`config.mk`:
```
export PLATFORM = sky130hd
export DESIGN_NAME = resonator_ctrl
export DESIGN_NICKNAME = d
export VERILOG_FILES = /design/src/rtl/hdc_pkg.sv /design/src/rtl/feature_unbind.sv /design/src/rtl/resonator_ctrl.sv
export SDC_FILE = /design/constraint.sdc
export NUM_CORES = 1
export LEC_CHECK = 0
export CAP_MARGIN = 20
export CORE_AREA = 2 2 181 183
export DETAILED_ROUTE_END_ITERATION = 12
export DIE_AREA = 0 0 183 185
export PLACE_DENSITY = 0.63
export SLEW_MARGIN = 20
export SYNTH_ARGS = -nofsm -noshare
export SYNTH_HDL_FRONTEND = slang
export SYNTH_SLANG_ARGS = --single-unit
```
`constraint.sdc`:
```
create_clock -name i_clk -period 2.9 [get_ports i_clk]
set_input_delay 0.29 -clock i_clk [delete_from_list [all_inputs] [get_ports i_clk]]
set_output_delay 0.29 -clock i_clk [all_outputs]
set_load 0.01 [all_outputs]
```
`src/rtl/hdc_pkg.sv`:
```
// rtl/hdc_pkg.sv - shared types for the resonator-network factorizer
package hdc_pkg;

   localparam int DEF_VECTOR_LEN   = 32;
   localparam int DEF_NUM_FEATURES = 3;

   typedef logic [DEF_VECTOR_LEN-1:0] vec_t;
   typedef vec_t [DEF_NUM_FEATURES-1:0] est_arr_t;

   typedef enum logic [2:0] {
      ST_IDLE   = 3'd0,
      ST_LOAD   = 3'd1,
      ST_DRIVE  = 3'd2,
      ST_SAMPLE = 3'd3,
      ST_DONE   = 3'd4
   } ctrl_state_t;

endpackage

```
`src/rtl/feature_unbind.sv`:
```
// rtl/feature_unbind.sv - per-feature XOR of every other feature's estimate
module feature_unbind
   import hdc_pkg::*;
#(
   parameter int VECTOR_LEN   = DEF_VECTOR_LEN,
   parameter int NUM_FEATURES = DEF_NUM_FEATURES
) (
   input  logic [NUM_FEATURES*VECTOR_LEN-1:0] i_est,
   output logic [NUM_FEATURES*VECTOR_LEN-1:0] o_o_hat
);

   always_comb begin
      o_o_hat = '0;
      for (int k = 0; k < NUM_FEATURES; k++) begin
         for (int j = 0; j < NUM_FEATURES; j++) begin
            if (j != k) begin
               o_o_hat[k*VECTOR_LEN +: VECTOR_LEN] =
                  o_o_hat[k*VECTOR_LEN +: VECTOR_LEN] ^ i_est[j*VECTOR_LEN +: VECTOR_LEN];
            end
         end
      end
   end

endmodule

```
`src/rtl/resonator_ctrl.sv`:
```
// rtl/resonator_ctrl.sv - iteration controller driving the factor_feature bank
module resonator_ctrl
   import hdc_pkg::*;
#(
   parameter int VECTOR_LEN   = 32,
   parameter int NUM_FEATURES = 3,
   parameter int MAX_ITER     = 64,
   parameter int ITER_W       = $clog2(MAX_ITER+1)
) (
   input  logic                               i_clk,
   input  logic                               i_rstn,
   input  logic                               i_start,
   input  logic                               i_abort,
   input  logic [VECTOR_LEN-1:0]              i_scene,
   input  logic [NUM_FEATURES*VECTOR_LEN-1:0] i_init_est,
   output logic [VECTOR_LEN-1:0]              o_s,
   output logic [NUM_FEATURES*VECTOR_LEN-1:0] o_o_hat,
   input  logic [NUM_FEATURES*VECTOR_LEN-1:0] i_x_hat,
   input  logic [NUM_FEATURES-1:0]            i_conv,
   output logic                               o_busy,
   output logic                               o_done,
   output logic                               o_converged,
   output logic                               o_timeout,
   output logic [ITER_W-1:0]                  o_iter_count,
   output logic [NUM_FEATURES*VECTOR_LEN-1:0] o_est
);

   localparam logic [ITER_W-1:0] ITER_LIMIT = ITER_W'(MAX_ITER);

   ctrl_state_t       state;
   logic [ITER_W-1:0] next_count;

   assign next_count = o_iter_count + ITER_W'(1);

   // o_hat depends only on the estimate registers, so it is stable through DRIVE and SAMPLE
   feature_unbind #(
      .VECTOR_LEN   (VECTOR_LEN),
      .NUM_FEATURES (NUM_FEATURES)
   ) u_unbind (
      .i_est   (o_est),
      .o_o_hat (o_o_hat)
   );

   always_ff @(posedge i_clk or negedge i_rstn) begin
      if (!i_rstn) begin
         state        <= ST_IDLE;
         o_busy       <= 1'b0;
         o_done       <= 1'b0;
         o_converged  <= 1'b0;
         o_timeout    <= 1'b0;
         o_iter_count <= '0;
         o_s          <= '0;
         o_est        <= '0;
      end else begin
         o_done <= 1'b0;
         case (state)
            ST_IDLE: begin
               if (i_start) begin
                  o_s          <= i_scene;
                  o_est        <= i_init_est;
                  o_iter_count <= '0;
                  o_converged  <= 1'b0;
                  o_timeout    <= 1'b0;
                  o_busy       <= 1'b1;
                  state        <= ST_LOAD;
               end
            end
            ST_LOAD: begin
               if (i_abort) begin
                  o_busy <= 1'b0;
                  state  <= ST_IDLE;
               end else begin
                  state  <= ST_DRIVE;
               end
            end
            ST_DRIVE: begin
               if (i_abort) begin
                  o_busy <= 1'b0;
                  state  <= ST_IDLE;
               end else begin
                  state  <= ST_SAMPLE;
               end
            end
            ST_SAMPLE: begin
               // abort wins over the iteration decision and leaves estimates untouched
               if (i_abort) begin
                  o_busy <= 1'b0;
                  state  <= ST_IDLE;
               end else begin
                  o_est        <= i_x_hat;
                  o_iter_count <= next_count;
                  if (&i_conv) begin
                     o_converged <= 1'b1;
                     o_busy      <= 1'b0;
                     o_done      <= 1'b1;
                     state       <= ST_DONE;
                  end else if (next_count == ITER_LIMIT) begin
                     o_timeout <= 1'b1;
                     o_busy    <= 1'b0;
                     o_done    <= 1'b1;
                     state     <= ST_DONE;
                  end else begin
                     state <= ST_DRIVE;
                  end
               end
            end
            ST_DONE: begin
               state <= ST_IDLE;
            end
            default: begin
               o_busy <= 1'b0;
               state  <= ST_IDLE;
            end
         endcase
      end
   end

endmodule

```
==> results of run 1 <==
==> kinds of logic after synthesis <==
logic type / synth area share
and+or+nand+nor: 0.1451
DFF: 0.4786
AOI/OAI and AO/OA: 0.08965
muxes: 0.1308
xor gates and xnor gates: 0.1132
buffers and inverters: 0.04095
adders and majority gates: 0.001685
==> synth_stat cells, types with 3 or more instances <==
master,count,share of area
nand3_1,100,0.067
and3_1,3,0.0025
a31oi_1,4,0.0034
nor2_1,5,0.0025
mux2i_1,97,0.13
buf_1,12,0.0061
buf_6,9,0.014
a21oi_1,3,0.0020
clkbuf_1,15,0.0076
o21ai_1,38,0.026
nand2_1,101,0.051
buf_2,18,0.012
xor2_1,96,0.11
dfrtp_1,142,0.48
o21ai_0,60,0.040
==> routing by layer <==
metal,track usage,share of wire
met1,0.2073,0.42
met2,0.2926,0.50
met3,0.03814,0.063
met4,0.04224,0.011
met5,0,0
==> worst max-delay path, cell delays in order, from the launching register on <==
cell and delay [ns]:
dfrtp_1 0.49, nor4bb_1 0.20, buf_4 0.15, nor2_4 0.51, buf_16 0.25, buf_4 0.41
o21ai_0 0.18
==> final cells by class <==
type                       count  area share
timing repair buffer         485      0.3720
inverter                       1   0.0002855
tap                          408     0.03883
sequential                   142      0.2703
multi-input combinational    540      0.2732
clock inverter                13     0.01161
clock buffer                  19     0.03369
==> through the flow <==
step	utilization	std cells	cell area, sq um	hold slack, ns
after floorplan	-	738	7425	-0.005591
final	0.4103	1608	13150	0.3920
after detailed placement	0.3914	1575	12540	0.3311
after global routing	0.4103	1608	13150	0.3753
after global placement	0.3905	1574	12510	0.3329
after CTS	0.4103	1608	13150	0.3640
==> sequential cells by signal, indices dropped and copies added, names as in the netlist <==
signal and flops:
o_s 32, o_timeout 1, o_converged 1, o_busy 1
o_est 96, o_done 1, o_iter_count 7, state 3
==> power by group through the flow <==
stage	Sequential (mW)	Combinational (mW)	Clock [mW]
after floorplan	3.40	1.74	0
after global placement	3.34	5.50	0
after detailed placement	3.36	5.54	0
after CTS	3.33	5.58	2.36
after global routing	3.42	5.90	2.44
final	3.32	5.52	2.28
==> repair_timing <==
| item | 4_1_cts | 5_1_grt |
|---|---|---|
| hold buffers | 1 | 0 |
| endpoints found under the hold margin | 65 | 0 |
| buffers inserted | 0 | 0 |
==> path summary, 6_finish.rpt <==
kind	slack [ns]	startpoint	end
worst min register to register	0.47	o_s[23]	o_s[23]
worst min-delay path	0.39	i_scene[4]	o_s[4]
worst max register to register	0.51	state[1]	o_est[90]
worst max-delay path	0.51	state[1]	o_est[90]
max in group asynchronous	1.66	i_rstn	o_est[85]
min in group asynchronous	0.42	i_rstn	o_est[57]
==> impl_metrics.tcl, run 1 <==
set metrics [dict create \
    status "finished, final reports clean" \
    critical_path_class "reg -> reg" \
    multi_input_area_sq_mm 0.003592 \
    die_area_sq_mm 0.03386 \
    num_antenna_cells 0 \
    netSwitchingFraction 0.3620 \
    r2r_cells 6 \
    place_ws_ns 0.2691 \
    post-route-drc-count 0 \
    area_delta_synth_final_pct 77.06 \
    yosysSeqAreaShare 0.4786 \
    fin_ws_ns 0.5079 \
    critPathArrivalTime_ns 2.66 \
    synth_ff_type "dfrtp_1" \
    power.leakage_nw 5.485 \
    firstDrtPassIters 4 \
    grtUsageTotal 0.1669 \
    postCtsResizedCells 0 \
    hp-class "in -> reg" \
    antenna_found_initial 0 \
    synth_nets 970 \
    powerDensity_mw_per_mm2 845.7 \
    regArea_sq_mm 0.003553 \
    slew_headroom 0.5545 \
    layout.nets 1419 \
    num_vias 7215 \
    synth.distinct_cells 45 \
    finalSetupViolations 0 \
    cts_made_buffers 17 \
    worstMarginPinSlew_ns 0.6683 \
    finalPower_mw 11.12 \
    grt_max_degree 81 \
    dpl.hpwl_mm 22.22 \
    slew_viol_final 0 \
    numPortBuffers 465 \
    grt_pass1_vias 7351 \
    synth_seq_cells 142 \
    ant_nets 0 \
    pwr-share-comb 0.496 \
    rsz0062_at_grt "no" \
    critPathMaxFanout 46 \
    avgSynthCellArea_sq_um 10.06 \
    grt_pass1_wl_mm 43.63 \
    viasPerCell 4.487 \
    startpoint_type "register" \
    pwr-share-seq 0.299 \
    finalSetupTns_ns 0 \
    clkSinkCount 142 \
    synthCells 738 \
    cts_tree "built" \
    synth_edf_count 0 \
    io_pins 466 \
    std_cell_rows 66 \
    start_util 0.2317 \
    drive_above_1_share 0.04917 \
    gp_congestion 0.7906 \
    htree_num_levels 4 \
    die_h_um 185 \
    clock_latency_ns 0.42 \
    ir_drop_v 0.0003303 \
    yosysWarnings 0 \
    hold_viol_final 0 \
    clock-root-buffer "clkbuf_16" \
    netlist_area_sq_mm 0.007425 \
    p_int_mw 7.093 \
    core_area_sq_mm 0.03204 \
    cp.required_ns 3.17 \
    drtIter0Drc 291 \
    die_w_um 183 \
    cts_buffer_depth 2 \
    synthArstFlopShare 1.000 \
    layout_min_cycle_time_ns 2.392 \
    netSwitchingPower_mw 4.025 \
    clock_power_share 0.205 \
    fin_worst_skew_ns 0.01116 \
    cap_violations 0 \
    hold_path_depth 3 \
    end_kind "register" \
    grt_overflow 0 \
    max_freq_mhz 418.0 \
    fill_cells 3155 \
    cts.reportedPaths.clkPinSlew_ns 0.07 \
    mostFrequentLayoutCell "clkdlybuf4s50_1" \
    final.period_utilization 0.8249 \
    wirelength_mm 29.48 \
    layout_common_cells "clkdlybuf4s50_1 (464), dfrtp_1 (142), nand2_1 (101)" \
    wl_per_cell_um 18.33 \
]
(Power assumes the default switching activity.)
==> run 2: changes to the inputs <==
--- a/config.mk
+++ b/config.mk
@@ -6,10 +6,10 @@
 export NUM_CORES = 1
 export LEC_CHECK = 0
 export CAP_MARGIN = 20
-export CORE_AREA = 2 2 181 183
+export CORE_AREA = 2 2 180 182
 export DETAILED_ROUTE_END_ITERATION = 12
-export DIE_AREA = 0 0 183 185
-export PLACE_DENSITY = 0.63
+export DIE_AREA = 0 0 182 184
+export PLACE_DENSITY = 0.66
 export SLEW_MARGIN = 20
 export SYNTH_ARGS = -nofsm -noshare
 export SYNTH_HDL_FRONTEND = slang
==> constraint.sdc (replaced) <==
create_clock -name i_clk -period 2 [get_ports i_clk]
set_input_delay 0.2 -clock i_clk [delete_from_list [all_inputs] [get_ports i_clk]]
set_output_delay 0.2 -clock i_clk [all_outputs]
set_load 0.01 [all_outputs]
==> impl_metrics.tcl, run 2 (synthesis results as in run 1) <==
set metrics [dict create \
    clock_latency_ns 0.42 \
    worstMarginPinSlew_ns 0.5081 \
    layout_min_cycle_time_ns 1.909 \
    firstDrtPassIters 4 \
    cts_buffer_depth 2 \
    start_util 0.2365 \
    ir_drop_v 0.0005262 \
    layout_common_cells "clkdlybuf4s50_1 (463), dfrtp_1 (140), nand2_1 (101)" \
    largest_register_ffs 96 \
    routed.top_layer "met5" \
    max_freq_mhz 523.9 \
    numPortBuffers 465 \
    num_vias 7391 \
    cts_tree "built" \
    hp-class "in -> async" \
    grtUsageTotal 0.1697 \
    critPathMaxFanout 4 \
    power.leakage_nw 5.569 \
    cp.required_ns 1.80 \
    startpoint_type "register" \
    final.period_utilization 0.9543 \
    io_pins 466 \
    layout.nets 1428 \
    cts_made_buffers 17 \
    wirelength_mm 29.79 \
    wl_per_cell_um 18.50 \
    status "finished, final reports clean" \
    grt_overflow 0 \
    finalSetupViolations 0 \
    wl_met3_mm 2.644 \
    hold_viol_final 0 \
    slew_viol_final 0 \
    r2r_start "state[1]" \
    slew_headroom 0.6599 \
    reg2reg_slack_ns 0.14 \
    wl_met1_mm 11.73 \
    clock-root-buffer "clkbuf_16" \
    htree_num_levels 4 \
    num_antenna_cells 0 \
    finalSetupTns_ns 0 \
    grt_pass1_vias 7430 \
    powerDensity_mw_per_mm2 1227 \
    drtIter0Drc 321 \
    drive_above_1_share 0.05629 \
    wl_met2_mm 14.89 \
    ant_nets 0 \
    cts_setup_buffers 0 \
    area_delta_synth_final_pct 79.19 \
    finalPower_mw 16.33 \
    dpl_cell_area_sq_mm 0.01267 \
    stdcell_area_sq_mm 0.01330 \
    grt_max_degree 58 \
    end_kind "output port" \
    r2r_cells 5 \
    gp_congestion 0.8080 \
    critical_path_class "reg -> out" \
    mostFrequentLayoutCell "clkdlybuf4s50_1" \
    cts.reportedPaths.clkPinSlew_ns 0.06 \
    post-route-drc-count 0 \
    viasPerCell 4.591 \
    rsz0062_at_grt "no" \
    cap_violations 0 \
    fin_worst_skew_ns 0.008449 \
    antenna_found_initial 1 \
    largestRegisters "o_est (96), o_s (32), o_iter_count (7)" \
    critPathArrivalTime_ns 1.71 \
    die_area_sq_mm 0.03349 \
    std_cell_rows 65 \
    core_area_sq_mm 0.03139 \
    die_h_um 184 \
    clkSinkCount 142 \
    dpl.hpwl_mm 22.81 \
    r2r_end "o_est[33]" \
    die_w_um 182 \
    top_register "o_est" \
    grt_pass1_wl_mm 43.74 \
]
## run 2: routing by layer
layer | vias up | global-route usage
met5 | - | 0
met4 | 2 | 0.04935
met3 | 30 | 0.05606
met2 | 337 | 0.2971
met1 | 3544 | 0.1978
li1 | 3478 | -
## run 2: report_power, final
part	internal (mW)	switching [mW]
logic	4.77	3.33
registers	3.67	1.13
clock network	2.10	1.32
## run 2: stage by stage
step / utilization / worst slack (ns) / hold slack [ns] / std cells
2_1_floorplan: - / 0.3134 / -0.09559 / 738
3_3_place_gp: 0.4035 / 0.1229 / 0.1435 / 1578
3_5_place_dp: 0.4035 / 0.09495 / 0.1422 / 1578
4_1_cts: 0.4237 / 0.03735 / 0.2512 / 1610
5_1_grt: 0.4238 / 0.009564 / 0.2707 / 1610
6_report: 0.4238 / 0.09140 / 0.2543 / 1610
## run 2: worst max path at each step
stage / depth (start not counted) / endpoint / from / slack (ns)
floorplan: 7 / o_est[68] / state[2] / 0.31
global placement: 5 / o_iter_count[3] / i_start / 0.12
detailed placement: 5 / o_est[35] / i_start / 0.09
CTS: 2 / o_o_hat[71] / o_est[7] / 0.04
global route: 2 / o_o_hat[25] / o_est[89] / 0.01
finish: 2 / o_o_hat[76] / o_est[44] / 0.09
## run 2: area by class of cell
class                      instances  area (sq um)
fill                            3064         18090
tap                              402         503.0
timing repair buffer             494          5029
sequential                       142          3556
clock inverter                    12         187.7
inverter                           1         3.754
multi-input combinational        540          3592
clock buffer                      19         432.9
## run 2: timing repair
item | 4_1_cts | 5_1_grt
hold endpoints to repair | 37 | 0
hold buffers | 1 | 0
resized for setup | 1 | 2
endpoints found under the setup margin | 1 | 3
## run 2: critical path, cell delays in order, from the launching register on
cell             delay [ns]
dfrtp_1                0.43
xor2_1                 0.25
clkdlybuf4s50_1        0.61
==> run 3: changes to the inputs <==
--- a/config.mk
+++ b/config.mk
@@ -5,7 +5,6 @@
 export SDC_FILE = /design/constraint.sdc
 export NUM_CORES = 1
 export LEC_CHECK = 0
-export CAP_MARGIN = 20
 export CORE_AREA = 2 2 180 182
 export DETAILED_ROUTE_END_ITERATION = 12
 export DIE_AREA = 0 0 182 184
==> results of run 3 <==
The final DEF is identical to that of run 2; final timing and power are the same.
